<file path="src/rtl/pe_skew_feeder.sv">
// Buffers one tile of activation vectors from a valid/ready stream.
// It then replays the tile into the PE rows with row r delayed r cycles.
module pe_skew_feeder #(
  parameter int ROWS  = 4,
  parameter int I_X   = 8,
  parameter int DEPTH = 16,
  parameter int LW    = 5
) (
  input  logic                i_clk,
  input  logic                i_rst,
  input  logic                i_start,
  input  logic [LW-1:0]       i_len,
  input  logic [ROWS*I_X-1:0] i_data,
  input  logic                i_valid,
  output logic                o_ready,
  output logic [ROWS*I_X-1:0] o_x,
  output logic [ROWS-1:0]     o_xvalid,
  output logic                o_busy,
  output logic                o_done,
  output logic                o_err
);

  localparam int AW = (DEPTH > 1) ? $clog2(DEPTH) : 1;
  localparam int TW = $clog2(DEPTH + ROWS) + 1;

  typedef enum logic [1:0] {IDLE = 2'd0, LOAD = 2'd1, SKEW = 2'd2} state_t;

  state_t state, state_nxt;

  logic [ROWS*I_X-1:0] buffer [DEPTH];
  logic [LW-1:0]       len, wcnt;
  logic [TW-1:0]       t, t_last;
  logic [TW-1:0]       k [ROWS];
  logic                len_legal, start_ok, beat, last_beat, last_step;

  logic signed [I_X-1:0] x_p0 [ROWS];
  logic [ROWS-1:0]       vld_p0;
  logic signed [I_X-1:0] x_p1 [ROWS];
  logic [ROWS-1:0]       vld_p1;
  logic                  done_p1, err_p1;

  function automatic logic signed [I_X-1:0] lane_of(input logic [ROWS*I_X-1:0] vec,
                                                    input int r);
    return vec[r*I_X +: I_X];
  endfunction

  always_comb begin
    len_legal = (i_len != '0) && (i_len <= LW'(DEPTH));
    // The o_done cycle still counts as busy, so a start there is ignored.
    start_ok  = (state == IDLE) && !done_p1 && i_start;
    beat      = (state == LOAD) && i_valid;
    last_beat = beat && (wcnt == len - LW'(1));
    t_last    = TW'(len) + TW'(ROWS - 2);
    last_step = (state == SKEW) && (t == t_last);
    state_nxt = state;
    case (state)
      IDLE:    if (start_ok && len_legal) state_nxt = LOAD;
      LOAD:    if (last_beat) state_nxt = SKEW;
      SKEW:    if (last_step) state_nxt = IDLE;
      default: state_nxt = IDLE;
    endcase
  end

  always_ff @(posedge i_clk) begin
    if (i_rst) state <= IDLE;
    else       state <= state_nxt;
  end

  // Stage p0: lane r of step t reads vector t-r when it lies inside the tile
  always_comb begin
    for (int r = 0; r < ROWS; r++) begin
      k[r]      = t - TW'(r);
      vld_p0[r] = (state == SKEW) && (t >= TW'(r)) && (k[r] < TW'(len));
      x_p0[r]   = vld_p0[r] ? lane_of(buffer[k[r][AW-1:0]], r) : '0;
    end
  end

  always_ff @(posedge i_clk) begin
    if (i_rst) begin
      len     <= '0;
      wcnt    <= '0;
      t       <= '0;
      vld_p1  <= '0;
      done_p1 <= 1'b0;
      err_p1  <= 1'b0;
    end else begin
      err_p1  <= start_ok && !len_legal;
      done_p1 <= last_step;
      vld_p1  <= vld_p0;
      if (start_ok && len_legal) begin
        len  <= i_len;
        wcnt <= '0;
      end else if (beat) begin
        wcnt <= wcnt + LW'(1);
      end
      if (state == SKEW) t <= t + TW'(1);
      else               t <= '0;
    end
  end

  always_ff @(posedge i_clk) begin
    if (beat) buffer[wcnt[AW-1:0]] <= i_data;
    for (int r = 0; r < ROWS; r++) x_p1[r] <= x_p0[r];
  end

  // Stage p1: data regs carry no reset; the registered valid masks them to zero
  always_comb begin
    o_x = '0;
    for (int r = 0; r < ROWS; r++)
      o_x[r*I_X +: I_X] = vld_p1[r] ? x_p1[r] : '0;
  end

  assign o_xvalid = vld_p1;
  assign o_done   = done_p1;
  assign o_err    = err_p1;
  assign o_ready  = (state == LOAD);
  assign o_busy   = (state != IDLE) || done_p1;

endmodule

</file>
<file path="config.mk">
export PLATFORM = sky130hd
export DESIGN_NAME = pe_skew_feeder
export DESIGN_NICKNAME = d
export VERILOG_FILES = /design/src/rtl/pe_skew_feeder.sv
export SDC_FILE = /design/constraint.sdc
export NUM_CORES = 1
export LEC_CHECK = 0
export CAP_MARGIN = 30
export CORE_ASPECT_RATIO = 0.75
export CORE_UTILIZATION = 56
export CTS_BUF_LIST = sky130_fd_sc_hd__clkbuf_8
export DETAILED_ROUTE_END_ITERATION = 16
export HOLD_SLACK_MARGIN = 0.15
export PLACE_DENSITY = 0.77
export SKIP_LAST_GASP = 1
export SYNTH_ARGS = -nofsm -noshare
export SYNTH_HDL_FRONTEND = slang
export SYNTH_SLANG_ARGS = --single-unit
export TNS_END_PERCENT = 100
</file>
<file path="constraint.sdc">
create_clock -name i_clk -period 3.88 [get_ports i_clk]
set_input_delay 0.582 -clock i_clk [delete_from_list [all_inputs] [get_ports i_clk]]
set_output_delay 0.582 -clock i_clk [all_outputs]
set_load 0.03 [all_outputs]
</file>
# Yosys cells after proc, flatten, opt, wreduce, memory -nomap -nowiden
# Memory sizes are Yosys's and may differ from the RTL's. A register that Yosys moved wholly into a read port is not among the register bits.
# Cells that the tools add are included.
[totals]
ram_bits = 544
n_memories = 2
inputBits = 41
out_inout_bits = 40
latchBits = 0
elab_cells = 73
mem_bits_ro = 0
reg_bits = 24
[mem_list]
columns = ["memory", "words", "word_bits", "read_ports", "rd_ports_with_merged_regs", "wr", "line", "text"]
rows = [
  ["buffer", 16, 32, 4, 1, 1, "30", "logic [ROWS*I_X-1:0] buffer [DEPTH];"],
  ["x_p1", 4, 8, 4, 0, 4, "38", "logic signed [I_X-1:0] x_p1 [ROWS];"],
]
[op_classes]
order_cmp = 9
reduce_logical = 25
bitwise = 1
mul = 0
n_mux = 15
shift = 0
n_div = 0
eq_ne = 7
n_addsub = 7
[ops]
columns = ["operator", "n"]
rows = [
  ["$mux W8", 8],
  ["$lt A6 B5 Y1", 4],
  ["$logic_and A1 B1 Y1", 16],
  ["$ge A6 B1 Y1 const B", 2],
  ["$ge A6 B2 Y1 const B", 2],
  ["$sub A6 B2 Y6 const B", 2],
  ["$add A5 B2 Y6 const B", 1],
  ["$add A6 B1 Y6 const B", 1],
  ["$eq A6 B6 Y1", 1],
  ["$mux W2", 3],
  ["$pmux W2 S3", 1],
  ["$sub A6 B1 Y6 const B", 1],
  ["$add A5 B1 Y5 const B", 1],
  ["$eq A5 B5 Y1", 1],
  ["$le A5 B5 Y1 const B", 1],
  ["$reduce_bool A5 Y1", 1],
  ["$sub A5 B1 Y5 const B", 1],
  ["$mux W4", 1],
  ["$ne A2 B1 Y1 const B", 2],
  ["$reduce_or A2 Y1", 2],
  ["$reduce_and A3 Y1", 1],
  ["$eq A2 B1 Y1 const B", 1],
  ["$eq A2 B2 Y1 const B", 1],
  ["$logic_not A1 Y1", 2],
  ["6 further kinds", 7],
]

# Depth between registers and ports, before layout
[depth]
depth_word = 6
depth_mapped = 15

# Least setup slack after synthesis
# Ideal clock, no wire load.
[synth_timing]
path_kind = "input-to-reg"
start = "input port i_valid"
end = "memory buffer[3][0] (netlist name), enable pin"
t_arrival_ns = 3.239
slack_ns = 0.180
stages = 4
path_cell_list = "and3b_1 -> buf_2 -> nand2_1 -> nor3_1"
[synth_between]
elab_chain_len = 3
[synth_rtl]
columns = ["element", "line", "text"]
rows = [
  ["start: declaration", "14", "input logic i_valid,"],
  ["$logic_and A1 B1 Y1", "51", "beat = (state == LOAD) && i_valid;"],
  ["$mux W1", "102", "if (beat) buffer[wcnt[AW-1:0]] <= i_data;"],
  ["$mux W1 (implied by the code)", "102", ""],
  ["end: declaration", "30", ""],
]
# Every way passes these cells.

==> results.toml <==
[floorplanning]
placementRows = 62
die_h_um = 175
floorplan.die.width_um = 232
top_level_ports = 81
floorplan.initialDensity_pct = 57.4
die_area_sq_mm = 0.0405
core_area_sq_mm = 0.0387

[final_layout]
layout.cells.non_filler = 1836
diodes = 0
fin_util_pct = 65.4
filler_cell_count = 2470
final_layout_size_suffix_gt1_share_pct = 22.1
nets = 1329
stdcell_area_sq_mm = 0.0253
layout_area_overhead_pct = 13.8

[setup_path]
worst-endpoint-required_ps = 4390
crit_type = "register to register"
worstSetupStartpointType = "register"
ff2ff_path_depth = 10
reg2reg_to = "x_p1[3][1]$_SDFF_PN0_"
critical_path_peak_fanout = 41
reg2reg_from = "t[1]$_SDFF_PP0_"
critical_path.endpoint_type = "register"
worst-r2r-setup-slack_ps = 650
critPathArrivalTime_ps = 3750

[clock_network]
clk_latency_ps = 640
clockBufferDepth = 3
postCtsResizedCells = 0
post_cts_buffers = 0
cts.clk_slew.worst_paths_ps = 70
cts_tree = "yes"
cts.hold.buffers_added = 0
cts_max_level = 3
tritoncts.num_buffers = 82
clock_sinks = 568
clockRootBuffer = "sky130_fd_sc_hd__clkbuf_8"

[logic_synthesis]
synth-seq-area-share_pct = 74.2
ys_seq_elements = 568
synth_cell_types = 55
syn_area_sq_mm = 0.0222
avgSynthCellArea_sq_um = 20.2
ys.flop_type = "sky130_fd_sc_hd__edfxtp_1"
synth-edff-count = 512
postSynthCellCount = 1100
async_flop_share_pct = 0
synth_nets = 1175
yosys_warnings = 0

[route]
number_of_optimization_iterations_in_the_first_detailed_route_pass = 5
postRouteAntennaNets = 0
via_per_inst = 6.08
drt-wirelength-per-cell_um = 25.8
via_count = 11200
drt_iter0_markers = 1208
routed_wirelength_um = 47300
drt_drc_violations_left = 0

[job]
drv_cap = 0

[power_and_ir_drop]
power-per-cell-area_mw_per_mm2 = 450
leakage_uw = 0.00823
ir_drop_v = 0.000337

[sta]
worst_slew_margin_rel_pct = 33.6
grt_setup_unrepaired = "false"
final.setup.tns_ps = 0
timing.final.crit_share_pct = 83.4
hold_viol = 0
timing.clock.skew_ps = 33.2
finish_stage_setup_viols = 0
worst-slew-pin-transition_ps = 989
achievable-frequency_ghz = 0.309
drv_slew = 0
post-route-min-period_ps = 3230

[hold_path]
worst_hold_startpoint = "i_start"
hold_depth = 3
timing.hold.worst_endpoint = "o_err$_SDFF_PP0_"
timing.hold.worst.class = "input pin to register"

[placement]
placedCellCount = 1682
detailed_place.area_sq_mm = 0.0237
placer_s_final_routability_congestion_estimate = 0.835
io_buffers = 80
detailed_place_hpwl_um = 27800

[grt]
antenna_violations_before_repair = 0
grt_first_pass_wirelength_um = 70900
grt_use_met3_pct = 6.87
met2_usage_pct = 34.2
overflow_left_after_global_routing = 0
grt_pass1_vias = 11300
grt.busiest_layer = "met1"
grt_util_all_layers_pct = 24.2
grt_start_max_net_pins = 81
groute.layer.met1.usage_pct = 36.9

[outcome]
run_status = "completed"
==> where the power goes <==
group	switching (uW)	total [uW]	internal [uW]
Combinational	140	211	70.9
Clock	2210	4490	2280
Sequential	11.4	6690	6680
==> sequential cells by signal (all words and copies together) (netlist names) <==
| register | count |
|---|---|
| buffer | 512 |
| len | 5 |
| o_done | 1 |
| o_err | 1 |
| o_xvalid | 4 |
| state | 2 |
| t | 6 |
| wcnt | 5 |
| x_p1 | 32 |
==> cells in the mapped netlist, types with 2 or more instances <==
cell type / number / share of area (%)
sky130_fd_sc_hd__edfxtp_1: 512 / 69
sky130_fd_sc_hd__nand3_1: 6 / 0.14
sky130_fd_sc_hd__nand3b_1: 2 / 0.067
sky130_fd_sc_hd__o2111ai_1: 2 / 0.079
sky130_fd_sc_hd__buf_8: 2 / 0.14
sky130_fd_sc_hd__nand4_1: 3 / 0.084
sky130_fd_sc_hd__nor3_1: 14 / 0.32
sky130_fd_sc_hd__buf_1: 5 / 0.084
sky130_fd_sc_hd__nand2_1: 32 / 0.54
sky130_fd_sc_hd__a21oi_1: 21 / 0.47
sky130_fd_sc_hd__a31oi_1: 2 / 0.056
sky130_fd_sc_hd__ha_1: 34 / 1.9
sky130_fd_sc_hd__buf_12: 2 / 0.18
sky130_fd_sc_hd__a211oi_1: 9 / 0.30
sky130_fd_sc_hd__buf_2: 15 / 0.34
sky130_fd_sc_hd__nor2b_1: 3 / 0.084
sky130_fd_sc_hd__xnor2_1: 13 / 0.51
sky130_fd_sc_hd__a22oi_1: 32 / 1.1
sky130_fd_sc_hd__mux4_2: 118 / 12
sky130_fd_sc_hd__mux4_1: 10 / 1.2
sky130_fd_sc_hd__mux2i_1: 29 / 1.3
sky130_fd_sc_hd__xor2_1: 12 / 0.47
sky130_fd_sc_hd__o22ai_1: 9 / 0.25
sky130_fd_sc_hd__and2_1: 33 / 0.93
sky130_fd_sc_hd__a2111oi_0: 2 / 0.079
sky130_fd_sc_hd__inv_1: 17 / 0.29
sky130_fd_sc_hd__a21o_1: 2 / 0.067
sky130_fd_sc_hd__dfxtp_1: 56 / 5.0
sky130_fd_sc_hd__nand3_2: 2 / 0.090
sky130_fd_sc_hd__and3_1: 10 / 0.28
sky130_fd_sc_hd__nand2b_1: 4 / 0.11
sky130_fd_sc_hd__clkbuf_1: 7 / 0.12
sky130_fd_sc_hd__nor2_1: 45 / 0.76
sky130_fd_sc_hd__nor4_1: 2 / 0.056
sky130_fd_sc_hd__buf_6: 13 / 0.66
==> worst max-delay path, stage by stage, from the launching register on <==
cell and delay [ps]:
sky130_fd_sc_hd__dfxtp_2 330, sky130_fd_sc_hd__buf_4 460, sky130_fd_sc_hd__ha_1 300, sky130_fd_sc_hd__a21oi_1 120, sky130_fd_sc_hd__xnor2_2 410, sky130_fd_sc_hd__inv_2 160, sky130_fd_sc_hd__ha_1 330, sky130_fd_sc_hd__a21o_1 170
sky130_fd_sc_hd__a211oi_1 280, sky130_fd_sc_hd__nand3_2 250, sky130_fd_sc_hd__a211oi_1 290
==> area by class of cell <==
cell class                      instances  area (sq um)  area share (%)
Sequential cell                       568         16500            65.2
Multi-Input combinational cell        468          5440            21.5
Clock buffer                           93          1280            5.06
Timing Repair Buffer                  115          1090            4.30
Tap cell                              512           641            2.53
Clock inverter                         61           295            1.17
Inverter                               19          71.3           0.282
==> worst max path at each step <==
stage	startpoint	end	slack [ps]	depth (start not counted)
5_1_grt	t[1]$_SDFF_PP0_	x_p1[3][1]$_SDFF_PN0_	390	10
3_3_place_gp	i_valid	buffer[7][12]$_DFFE_PP_	900	5
3_5_place_dp	t[1]$_SDFF_PP0_	x_p1[3][1]$_SDFF_PN0_	690	10
4_1_cts	t[1]$_SDFF_PP0_	x_p1[3][1]$_SDFF_PN0_	650	10
2_1_floorplan	i_valid	buffer[3][0]$_DFFE_PP_	180	4
6_report	t[1]$_SDFF_PP0_	x_p1[3][1]$_SDFF_PN0_	650	10
==> stage by stage <==
| stage | total power, uW | setup WS (ps) | hold slack [ps] |
|---|---|---|---|
| floorplan | 6880 | 180 | 479 |
| global placement | 7020 | 896 | 516 |
| detailed placement | 7030 | 692 | 542 |
| CTS | 11500 | 653 | 508 |
| global route | 11800 | 387 | 537 |
| finish | 11400 | 646 | 548 |
==> kinds of logic (layout without fill, tap and decap cells) <==
| kind of cell | count (synthesis) | in the layout | share of synthesized area, % |
|---|---|---|---|
| multiplexers | 158 | 158 | 14.5 |
| adder cells (fa/ha/maj) | 34 | 34 | 1.91 |
| flip-flops | 568 | 568 | 74.2 |
| buffers and inverters | 64 | 288 | 1.87 |
| AND/OR/NAND/NOR | 160 | 160 | 3.60 |
| XOR/XNOR | 28 | 28 | 1.25 |
| AO/OA/AOI/OAI | 88 | 88 | 2.70 |
==> per-layer routing <==
layer	share of wire, %	routed length (um)	vias to the layer above
met4	2.4	1130	0
met5	0	0	-
met3	9.7	4600	91
met2	45	21100	539
met1	43	20500	5724
li1	-	-	4803
==> cell usage in the layout (no fill, tap or decap), drive strengths merged, types with 10 or more instances in the layout <==
cell / netlist / routed
buf: 38 / 35
and2: 33 / 33
nor2: 45 / 45
a21oi: 21 / 21
mux2i: 29 / 29
clkinv: 1 / 25
clkdlybuf4s50: 0 / 80
xor2: 14 / 14
edfxtp: 512 / 512
a22oi: 32 / 32
xnor2: 14 / 14
inv: 18 / 51
clkbuf: 7 / 93
nor3: 14 / 14
and3: 10 / 10
mux4: 128 / 128
ha: 34 / 34
nand2: 32 / 32
dfxtp: 56 / 56
No activity file was read; power rests on OpenSTA's default activity.
